[src/rtl/score_keeper.sv]
// Rhythm-game scoring stage: judges chart notes against played notes inside a
// timing window and keeps a BCD score/combo word for the seven-segment driver.

module score_keeper_bcd_digit (
  input  logic [3:0] a_i,
  input  logic [3:0] b_i,
  input  logic       c_i,
  output logic [3:0] s_o,
  output logic       c_o
);
  logic [4:0] raw;

  always_comb begin
    raw = {1'b0, a_i} + {1'b0, b_i} + {4'b0, c_i};
    c_o = (raw > 5'd9);
    s_o = c_o ? 4'(raw - 5'd10) : raw[3:0];
  end
endmodule

module score_keeper_bcd_add #(
  parameter int NUM_DIGITS = 6
) (
  input  logic [NUM_DIGITS-1:0][3:0] a_i,
  input  logic [NUM_DIGITS-1:0][3:0] b_i,
  output logic [NUM_DIGITS-1:0][3:0] sum_o,
  output logic                       carry_o
);
  logic [NUM_DIGITS:0] cy;

  assign cy[0]   = 1'b0;
  assign carry_o = cy[NUM_DIGITS];

  for (genvar d = 0; d < NUM_DIGITS; d++) begin : g_dig
    score_keeper_bcd_digit u_dig (
      .a_i (a_i[d]),
      .b_i (b_i[d]),
      .c_i (cy[d]),
      .s_o (sum_o[d]),
      .c_o (cy[d+1])
    );
  end
endmodule

module score_keeper #(
  parameter logic [23:0] HIT_WINDOW = 24'd10_000_000
) (
  input  logic        clock_i,
  input  logic        reset_i,
  input  logic        clear_i,
  input  logic        chart_strobe_i,
  input  logic [5:0]  chart_note_i,
  input  logic        play_strobe_i,
  input  logic [5:0]  play_note_i,
  output logic [31:0] seg_data_o,
  output logic [2:0]  multiplier_o,
  output logic        hit_pulse_o,
  output logic        miss_pulse_o,
  output logic        window_open_o
);
  localparam logic [0:0] S_IDLE   = 1'b0;
  localparam logic [0:0] S_WINDOW = 1'b1;

  logic [0:0]  state_q,  state_d;
  logic [23:0] timer_q,  timer_d;
  logic [5:0]  target_q, target_d;
  logic [23:0] score_q,  score_d;
  logic [7:0]  combo_q,  combo_d;
  logic [2:0]  mult_q,   mult_d;
  logic        hit_q,    hit_d;
  logic        miss_q,   miss_d;

  // Multiplier for this hit comes from the combo tens digit before increment.
  logic [2:0]  hit_mult;
  logic [23:0] score_addend, score_sum, score_sat;
  logic        score_cy;
  logic [7:0]  combo_sum, combo_inc;
  logic        combo_cy;
  logic [2:0]  mult_next;
  logic        is_hit;

  assign hit_mult     = (combo_q[7:4] >= 4'd3) ? 3'd4 : {1'b0, combo_q[5:4]} + 3'd1;
  assign score_addend = {16'h0, 1'b0, hit_mult, 4'h0};

  score_keeper_bcd_add #(.NUM_DIGITS(6)) u_score_add (
    .a_i     (score_q),
    .b_i     (score_addend),
    .sum_o   (score_sum),
    .carry_o (score_cy)
  );

  score_keeper_bcd_add #(.NUM_DIGITS(2)) u_combo_add (
    .a_i     (combo_q),
    .b_i     (8'h01),
    .sum_o   (combo_sum),
    .carry_o (combo_cy)
  );

  // A carry out of the top digit means the true total passed 999999 (or 99).
  assign score_sat = score_cy ? 24'h999999 : score_sum;
  assign combo_inc = combo_cy ? 8'h99 : combo_sum;
  assign mult_next = (combo_inc[7:4] >= 4'd3) ? 3'd4 : {1'b0, combo_inc[5:4]} + 3'd1;
  assign is_hit    = play_strobe_i && (play_note_i == target_q);

  always_comb begin
    state_d  = state_q;
    timer_d  = timer_q;
    target_d = target_q;
    score_d  = score_q;
    combo_d  = combo_q;
    mult_d   = mult_q;
    hit_d    = 1'b0;
    miss_d   = 1'b0;

    if (state_q == S_WINDOW) begin
      if (is_hit) begin
        hit_d   = 1'b1;
        score_d = score_sat;
        combo_d = combo_inc;
        mult_d  = mult_next;
        state_d = S_IDLE;
      end else if (chart_strobe_i || timer_q == 24'd1) begin
        miss_d  = 1'b1;
        combo_d = 8'h00;
        mult_d  = 3'd1;
        state_d = S_IDLE;
      end else begin
        timer_d = timer_q - 24'd1;
      end
    end

    // A new chart note always (re)opens the window after the old one is judged.
    if (chart_strobe_i) begin
      state_d  = S_WINDOW;
      timer_d  = HIT_WINDOW;
      target_d = chart_note_i;
    end
  end

  always_ff @(posedge clock_i) begin
    if (reset_i || clear_i) begin
      state_q  <= S_IDLE;
      timer_q  <= 24'd0;
      target_q <= 6'd0;
      score_q  <= 24'h0;
      combo_q  <= 8'h0;
      mult_q   <= 3'd1;
      hit_q    <= 1'b0;
      miss_q   <= 1'b0;
    end else begin
      state_q  <= state_d;
      timer_q  <= timer_d;
      target_q <= target_d;
      score_q  <= score_d;
      combo_q  <= combo_d;
      mult_q   <= mult_d;
      hit_q    <= hit_d;
      miss_q   <= miss_d;
    end
  end

  assign seg_data_o    = {combo_q, score_q};
  assign multiplier_o  = mult_q;
  assign hit_pulse_o   = hit_q;
  assign miss_pulse_o  = miss_q;
  assign window_open_o = (state_q == S_WINDOW);
endmodule

[config.mk]
export PLATFORM = sky130hd
export DESIGN_NAME = score_keeper
export DESIGN_NICKNAME = d
export VERILOG_FILES = /design/src/rtl/score_keeper.sv
export SDC_FILE = /design/constraint.sdc
export NUM_CORES = 1
export LEC_CHECK = 0
export CAP_MARGIN = 15
export CORE_MARGIN = 2
export CORE_UTILIZATION = 46
export DETAILED_ROUTE_END_ITERATION = 8
export PLACE_DENSITY = 0.73
export SKIP_CTS_REPAIR_TIMING = 1
export SYNTH_ARGS = -nofsm -noshare
export SYNTH_HDL_FRONTEND = slang
export SYNTH_SLANG_ARGS = --single-unit
[constraint.sdc]
create_clock -name clock_i -period 8.8 [get_ports clock_i]
set_input_delay 2.2 -clock clock_i [delete_from_list [all_inputs] [get_ports clock_i]]
set_output_delay 2.2 -clock clock_i [all_outputs]
set_load 0.03 [all_outputs]
Word-level counts from Yosys, hierarchy flattened
Index checks and enable logic that the tools add are counted.

storage, ports and cells
  register bits = 68

operators by class
  add/sub/neg operators = 17
  $lt $le $gt $ge = 10
  equality and inequality tests = 4
  multiplexer cells = 24
  bitwise operators = 3
  reductions and logical operators = 14

operator list
  operator                                                           number
  2-to-1 mux 24 bit                                                  5
  greater-than comparator 5 x 4 -> 1 bit, second input constant      7
  adder 4 x 1 -> 5 bit                                               5
  == test 24 x 1 -> 1 bit, second input constant                     1
  2-to-1 mux 4 bit                                                   6
  2-to-1 mux 8 bit                                                   3
  subtractor 24 x 1 -> 24 bit, second input constant                 1
  subtractor 4 bit, second input constant                            6
  2-to-1 mux 3 bit                                                   4
  AND reduction 3 bit                                                3
  greater-or-equal comparator 4 x 2 -> 1 bit, second input constant  2
  adder 2 x 1 -> 3 bit, second input constant                        2
  == test 6 bit                                                      1
  2-to-1 mux 1 bit                                                   6
  nonzero test 2 bit                                                 3
  adder 4 x 1 -> 5 bit, second input constant                        1
  adder 4 x 3 -> 5 bit                                               1
  adder 5 x 1 -> 5 bit                                               1
  greater-than comparator 4 bit, second input constant               1
  != test 2 bit, second input constant                               2
  AND reduction 2 bit                                                2
  OR reduction 2 bit                                                 2
  inverter 1 bit                                                     3
  OR reduction 3 bit                                                 1
  other kinds (2)                                                    3

Logic depth before layout (Yosys ltp)
  depth after elaboration = 15
  mapped depth = 37

Modules after synthesis
From an unflattened synthesis, not the netlist that was laid out.

unflattened totals
  cell total of the unflattened synthesis = 548
  area total of the unflattened synthesis = 4835.9 um2

by module, submodules not included
  module                  instances  cells an instance  area an instance (um2)  seq. area each (um2)
  score_keeper            1          370                3136.8                  1361.3
  score_keeper_bcd_digit  8          22                 211.5                   0.0
  score_keeper_bcd_add    2          1                  3.8                     0.0

Worst setup path after synthesis
Ideal clock, no wire load.

  path kind = flip-flop to flip-flop
  from = register combo_q[5]
  to = register score_q[14]
  library setup time = 0.070 ns
  data arrival time = 7.529 ns
  setup slack = 1.200 ns
  stages on the path, launching flop included = 34
  clock period less this slack = 7.600 ns
  path through = dfxtp_1 -> ha_1 -> or3_1 -> or2_2 -> fa_1 -> inv_1 -> fa_1 -> clkbuf_1 -> o21ai_0 -> a211o_1 -> a21oi_1 -> ha_1 -> ha_1 -> inv_1 -> a21oi_1 -> o211a_1 -> ha_1 -> ha_1 -> inv_1 -> a211o_1 -> a21oi_1 -> ha_1 -> ha_1 -> inv_1 -> a211o_1 -> a21oi_1 -> ha_1 -> ha_1 -> inv_1 -> a21oi_1 -> o221a_2 -> clkbuf_1 -> or4_1 -> a21oi_1

on the way
  cells in the longest elaborated chain, start to end = 14
  elaborated cells on any way between the ends = 17
  classes of those cells = add/sub: 8; order compare: 6; mux: 3

RTL lines
  what                                                                                line  source
  start: declaration                                                                  67    logic [7:0] combo_q, combo_d;
  start signal: assignment                                                            154   combo_q <= combo_d;
  greater-or-equal comparator 4 x 2 -> 1 bit or adder 2 x 1 -> 3 bit (tied branches)  81    assign hit_mult = (combo_q[7:4] >= 4'd3) ? 3'd4 : {1'b0, combo_q[5:4]} + 3'd1;
  2-to-1 mux 3 bit (*)                                                                81
  adder 4 x 3 -> 5 bit (*)                                                            14    raw = {1'b0, a_i} + {1'b0, b_i} + {4'b0, c_i};
  adder 5 x 1 -> 5 bit (*)                                                            14
  greater-than comparator 5 x 4 -> 1 bit (*)                                          15    c_o = (raw > 5'd9);
  adder 4 x 1 -> 5 bit (*)                                                            14
  greater-than comparator 5 x 4 -> 1 bit (*)                                          15
  adder 4 x 1 -> 5 bit (*)                                                            14
  greater-than comparator 5 x 4 -> 1 bit                                              15
  adder 4 x 1 -> 5 bit                                                                14
  greater-than comparator 5 x 4 -> 1 bit                                              15
  adder 4 x 1 -> 5 bit                                                                14
  greater-than comparator 5 x 4 -> 1 bit                                              15
  2-to-1 mux 24 bit (*)                                                               99    assign score_sat = score_cy ? 24'h999999 : score_sum;
  end signal: assignment                                                              153   score_q <= score_d;
  end: declaration                                                                    66    logic [23:0] score_q, score_d;

Every way passes the cells marked *; elsewhere a longest branch is shown, timed or not.
A chain may end at the register's enable or synchronous reset.

Worst setup path after layout
  from = register combo_q[5]
  to = register score_q[6]

on the way
  cells in the longest elaborated chain, start to end = 14
  elaborated cells on any way between the ends = 17
  classes of those cells = add/sub: 8; order compare: 6; mux: 3

RTL lines
  what                                                                                line
  greater-or-equal comparator 4 x 2 -> 1 bit or adder 2 x 1 -> 3 bit (tied branches)  81
  2-to-1 mux 3 bit (*)                                                                81
  adder 4 x 3 -> 5 bit (*)                                                            14
  adder 5 x 1 -> 5 bit (*)                                                            14
  greater-than comparator 5 x 4 -> 1 bit                                              15
  adder 4 x 1 -> 5 bit                                                                14
  greater-than comparator 5 x 4 -> 1 bit                                              15
  adder 4 x 1 -> 5 bit                                                                14
  greater-than comparator 5 x 4 -> 1 bit                                              15
  adder 4 x 1 -> 5 bit                                                                14
  greater-than comparator 5 x 4 -> 1 bit                                              15
  adder 4 x 1 -> 5 bit                                                                14
  greater-than comparator 5 x 4 -> 1 bit                                              15
  2-to-1 mux 24 bit (*)                                                               99

Marked as above.

==> impl_metrics.toml <==
[yosys]
yosys_register_bits = 68
synth_top_cell_by_area = "dfxtp_1"
yosysSeqAreaShare_pct = 33.12
synth-xor-area-share_pct = 5.753
synthFlopType = "dfxtp_1"
synth_edf_count = 0
synth_mux_area_share_pct = 2.496
syn_area_per_cell_um2 = 8.043
synth_top_family_by_area = "simple AND/OR/NAND/NOR gates"
synthAdderAreaFrac_pct = 8.280
yosysWarnings = 0
syn_inst = 511
yosys.area_share.simple_pct = 23.90
synth_compound_area_share_pct = 21.52
netlist_area_um2 = 4110
yosysTopAreaCellShare_pct = 33.12
async_flop_share_pct = 0
synth.area.top_cells = "dfxtp_1 (33%), ha_1 (7.3%), nor2_1 (5.4%)"
synth_cell_types = 60
synth.net_count = 554

[power_and_ir_drop]
seq_power_share_pct = 44.7
irDropWorstVdd_uv = 80.16
powerDensity_nw_per_um2 = 142.2
swShare_pct = 21.97
clock_power_share_pct = 48.7
power_switching_uw = 155.1
p_leak_uw = 0.001794
power_frac_comb_pct = 6.6
power.internal_uw = 550.9

[clocking]
clk_path_buf_depth = 2
cts_buffers = 9
clkTransAtPathRegs_ps = 70
h-tree-depth = 3
clock_latency_ps = 350
root_buffer = "clkbuf_8"
cts_tree = "done"
cts_num_sinks = 68

[layout]
area_growth_pct = 20.82
final-seq-area_um2 = 1361
layout_common_cells = "dfxtp_1 (68), nor2_1 (58), clkdlybuf4s50_1 (54)"
n_antenna_cell = 0
fin_nets = 594
multi_input_area_um2 = 2554
drive_above_1_share_pct = 6.655
num-fill-cells = 776
final_common_cell = "dfxtp_1"

[die]
fp.coreArea_um2 = 8678
die_area_um2 = 9707
rows = 34
die_w_um = 98.53
initial_core_util_pct = 47.36
fp.dieH_um = 98.53
ios = 55

[grt]
track_usage_pct = 20.45
grt_pass1_wl_mm = 16.59
first_global_vias = 3553
grt_max_degree = 39
antenna_found_initial = 0
grt_overflow = 0

[placed_design]
hpwl_mm = 6.854
place_ws_ps = 704.5
port_buffers = 54
gp_congestion = 0.8034

[detailed_routing]
drc = 0
drtPass1Iterations = 5
via_per_inst = 5.748
vias = 3817
drt_iter0_markers = 217
wl_per_cell_um = 14.51
antenna_left = 0
routed_wirelength_mm = 9.634

[setup_path]
timing.rr.end = "score_q[6]"
r2r_setup_slack_ps = 570
cp.arrival_ps = 8520
start_kind = "flop"
crit_family = "adder cells"
worstPathMaxFanout = 10
cp-end-kind = "flop"
path_buf_inv = 4
slowest_delay_ps = 420
cp.required_ps = 9090
crit_slowest_cell = "fa_1"
crit_type = "flop to flop"
crit_top_cell = "ha_1"
crit-reg2reg-launch = "combo_q[5]"
worst-r2r-cell-count = 32

[timing]
fin_setup_tns_ps = 0
rsz0062_at_grt = "no"
min_period_ps = 8231
relSlewSlack_pct = 40.74
finalHoldViolations = 0
maxClockFrequency_ghz = 0.1215
setup_viol = 0
layout_setup_ws_ps = 568.7
slew_violations = 0
worstMarginPinSlew_ps = 885.6
min_period_over_period_pct = 93.54
clock_skew_ps = 11.48

[worst_hold_path]
holdPathStages = 2
hold_path_end = "multiplier_o[2]"
hold_path.startpoint = "multiplier_o[2]"
hp-class = "flop to flop"

[run]
maxCapViolCount = 0

[run_status]
run_status = "finished, final reports clean"
==> metrics by stage <==
| stage | power [uW] | instances | hold WS, ps | utilization, % | area [um2] |
|---|---|---|---|---|---|
| finish | 706.0 | 664 | 460.3 | 57.22 | 4966 |
| global route | 731.3 | 664 | 503.2 | 57.22 | 4966 |
| CTS | 714.1 | 664 | 468.2 | 57.19 | 4964 |
| detailed placement | 369.1 | 648 | 450.0 | 54.08 | 4693 |
| global placement | 367.8 | 648 | 447.9 | 54.08 | 4693 |
| floorplan | 353.2 | 511 | 439.0 | - | 4110 |
==> how the worst max path moves through the flow <==
stage / from / cells after the start / slack [ps] / to
after global placement: combo_q[5] / 32 / 1110 / score_q[1]
after CTS: combo_q[5] / 32 / 590 / score_q[1]
after detailed placement: combo_q[5] / 32 / 700 / score_q[1]
final: combo_q[5] / 32 / 570 / score_q[6]
after floorplan: combo_q[5] / 33 / 1200 / score_q[14]
after global routing: combo_q[5] / 32 / 40 / score_q[6]
==> metal layers <==
metal  track usage (%)  share of wire (%)  up-vias
li1                  -                  -     1933
met1             26.04                 45     1777
met2             34.43                 49       89
met3             5.177                5.3       18
met4             5.796                1.5        0
met5                 0                  0        -
==> worst reg2reg max path, delay by kind of cell (launching register included) <==
kind / cells / cell delay [ps]
and+or+nand+nor: 6 / 1350
buffers and inverters: 4 / 520
adders and majority gates: 11 / 3280
AOI/OAI and AO/OA: 11 / 2660
DFF: 1 / 380
==> registers in the layout (all words and copies together) (netlist names) <==
name,count
multiplier_o,3
timer_q,24
target_q,6
combo_q,8
score_q,24
miss_pulse_o,1
hit_pulse_o,1
window_open_o,1
==> power by group through the flow <==
stage,clock network (uW),logic [uW],registers (uW)
2_1_floorplan,0,30.9,322
3_3_place_gp,0,45.5,322
3_5_place_dp,0,46.6,323
4_1_cts,352,46.7,315
5_1_grt,363,52.0,316
6_report,344,46.6,315
==> area by class of cell <==
cell class / instances / area share, %
timing repair buffer: 55 / 11.04
tap: 108 / 2.721
multi-input combinational: 391 / 51.42
inverter: 26 / 1.965
sequential: 68 / 27.41
clock buffer: 9 / 2.494
clock inverter: 7 / 2.948
==> synth_stat cells (all sizes together), types with 3 or more instances <==
master  number
a211o        4
a211oi       3
a21oi       41
a22oi        5
a31oi        9
a32o         4
and3         4
buf          3
clkbuf      23
dfxtp       68
ha          24
inv         26
mux2i        8
nand2       35
nand2b       8
nand3       13
nand4       15
nor2        59
nor2b        4
nor3        13
nor4        10
o21a         5
o21ai       34
o21bai       3
o221a        5
o31ai        6
or2          4
or3         11
or4         10
xnor2       19
xor2         8
==> logic make-up after synthesis <==
logic type,after synthesis
adder cells (fa/ha/maj),26
multiplexers,10
AO/OA/AOI/OAI,137
AND/OR/NAND/NOR,191
buffers and inverters,52
flip-flops,68
XOR/XNOR,27
Note: power is estimated with default switching activity, not from simulation.
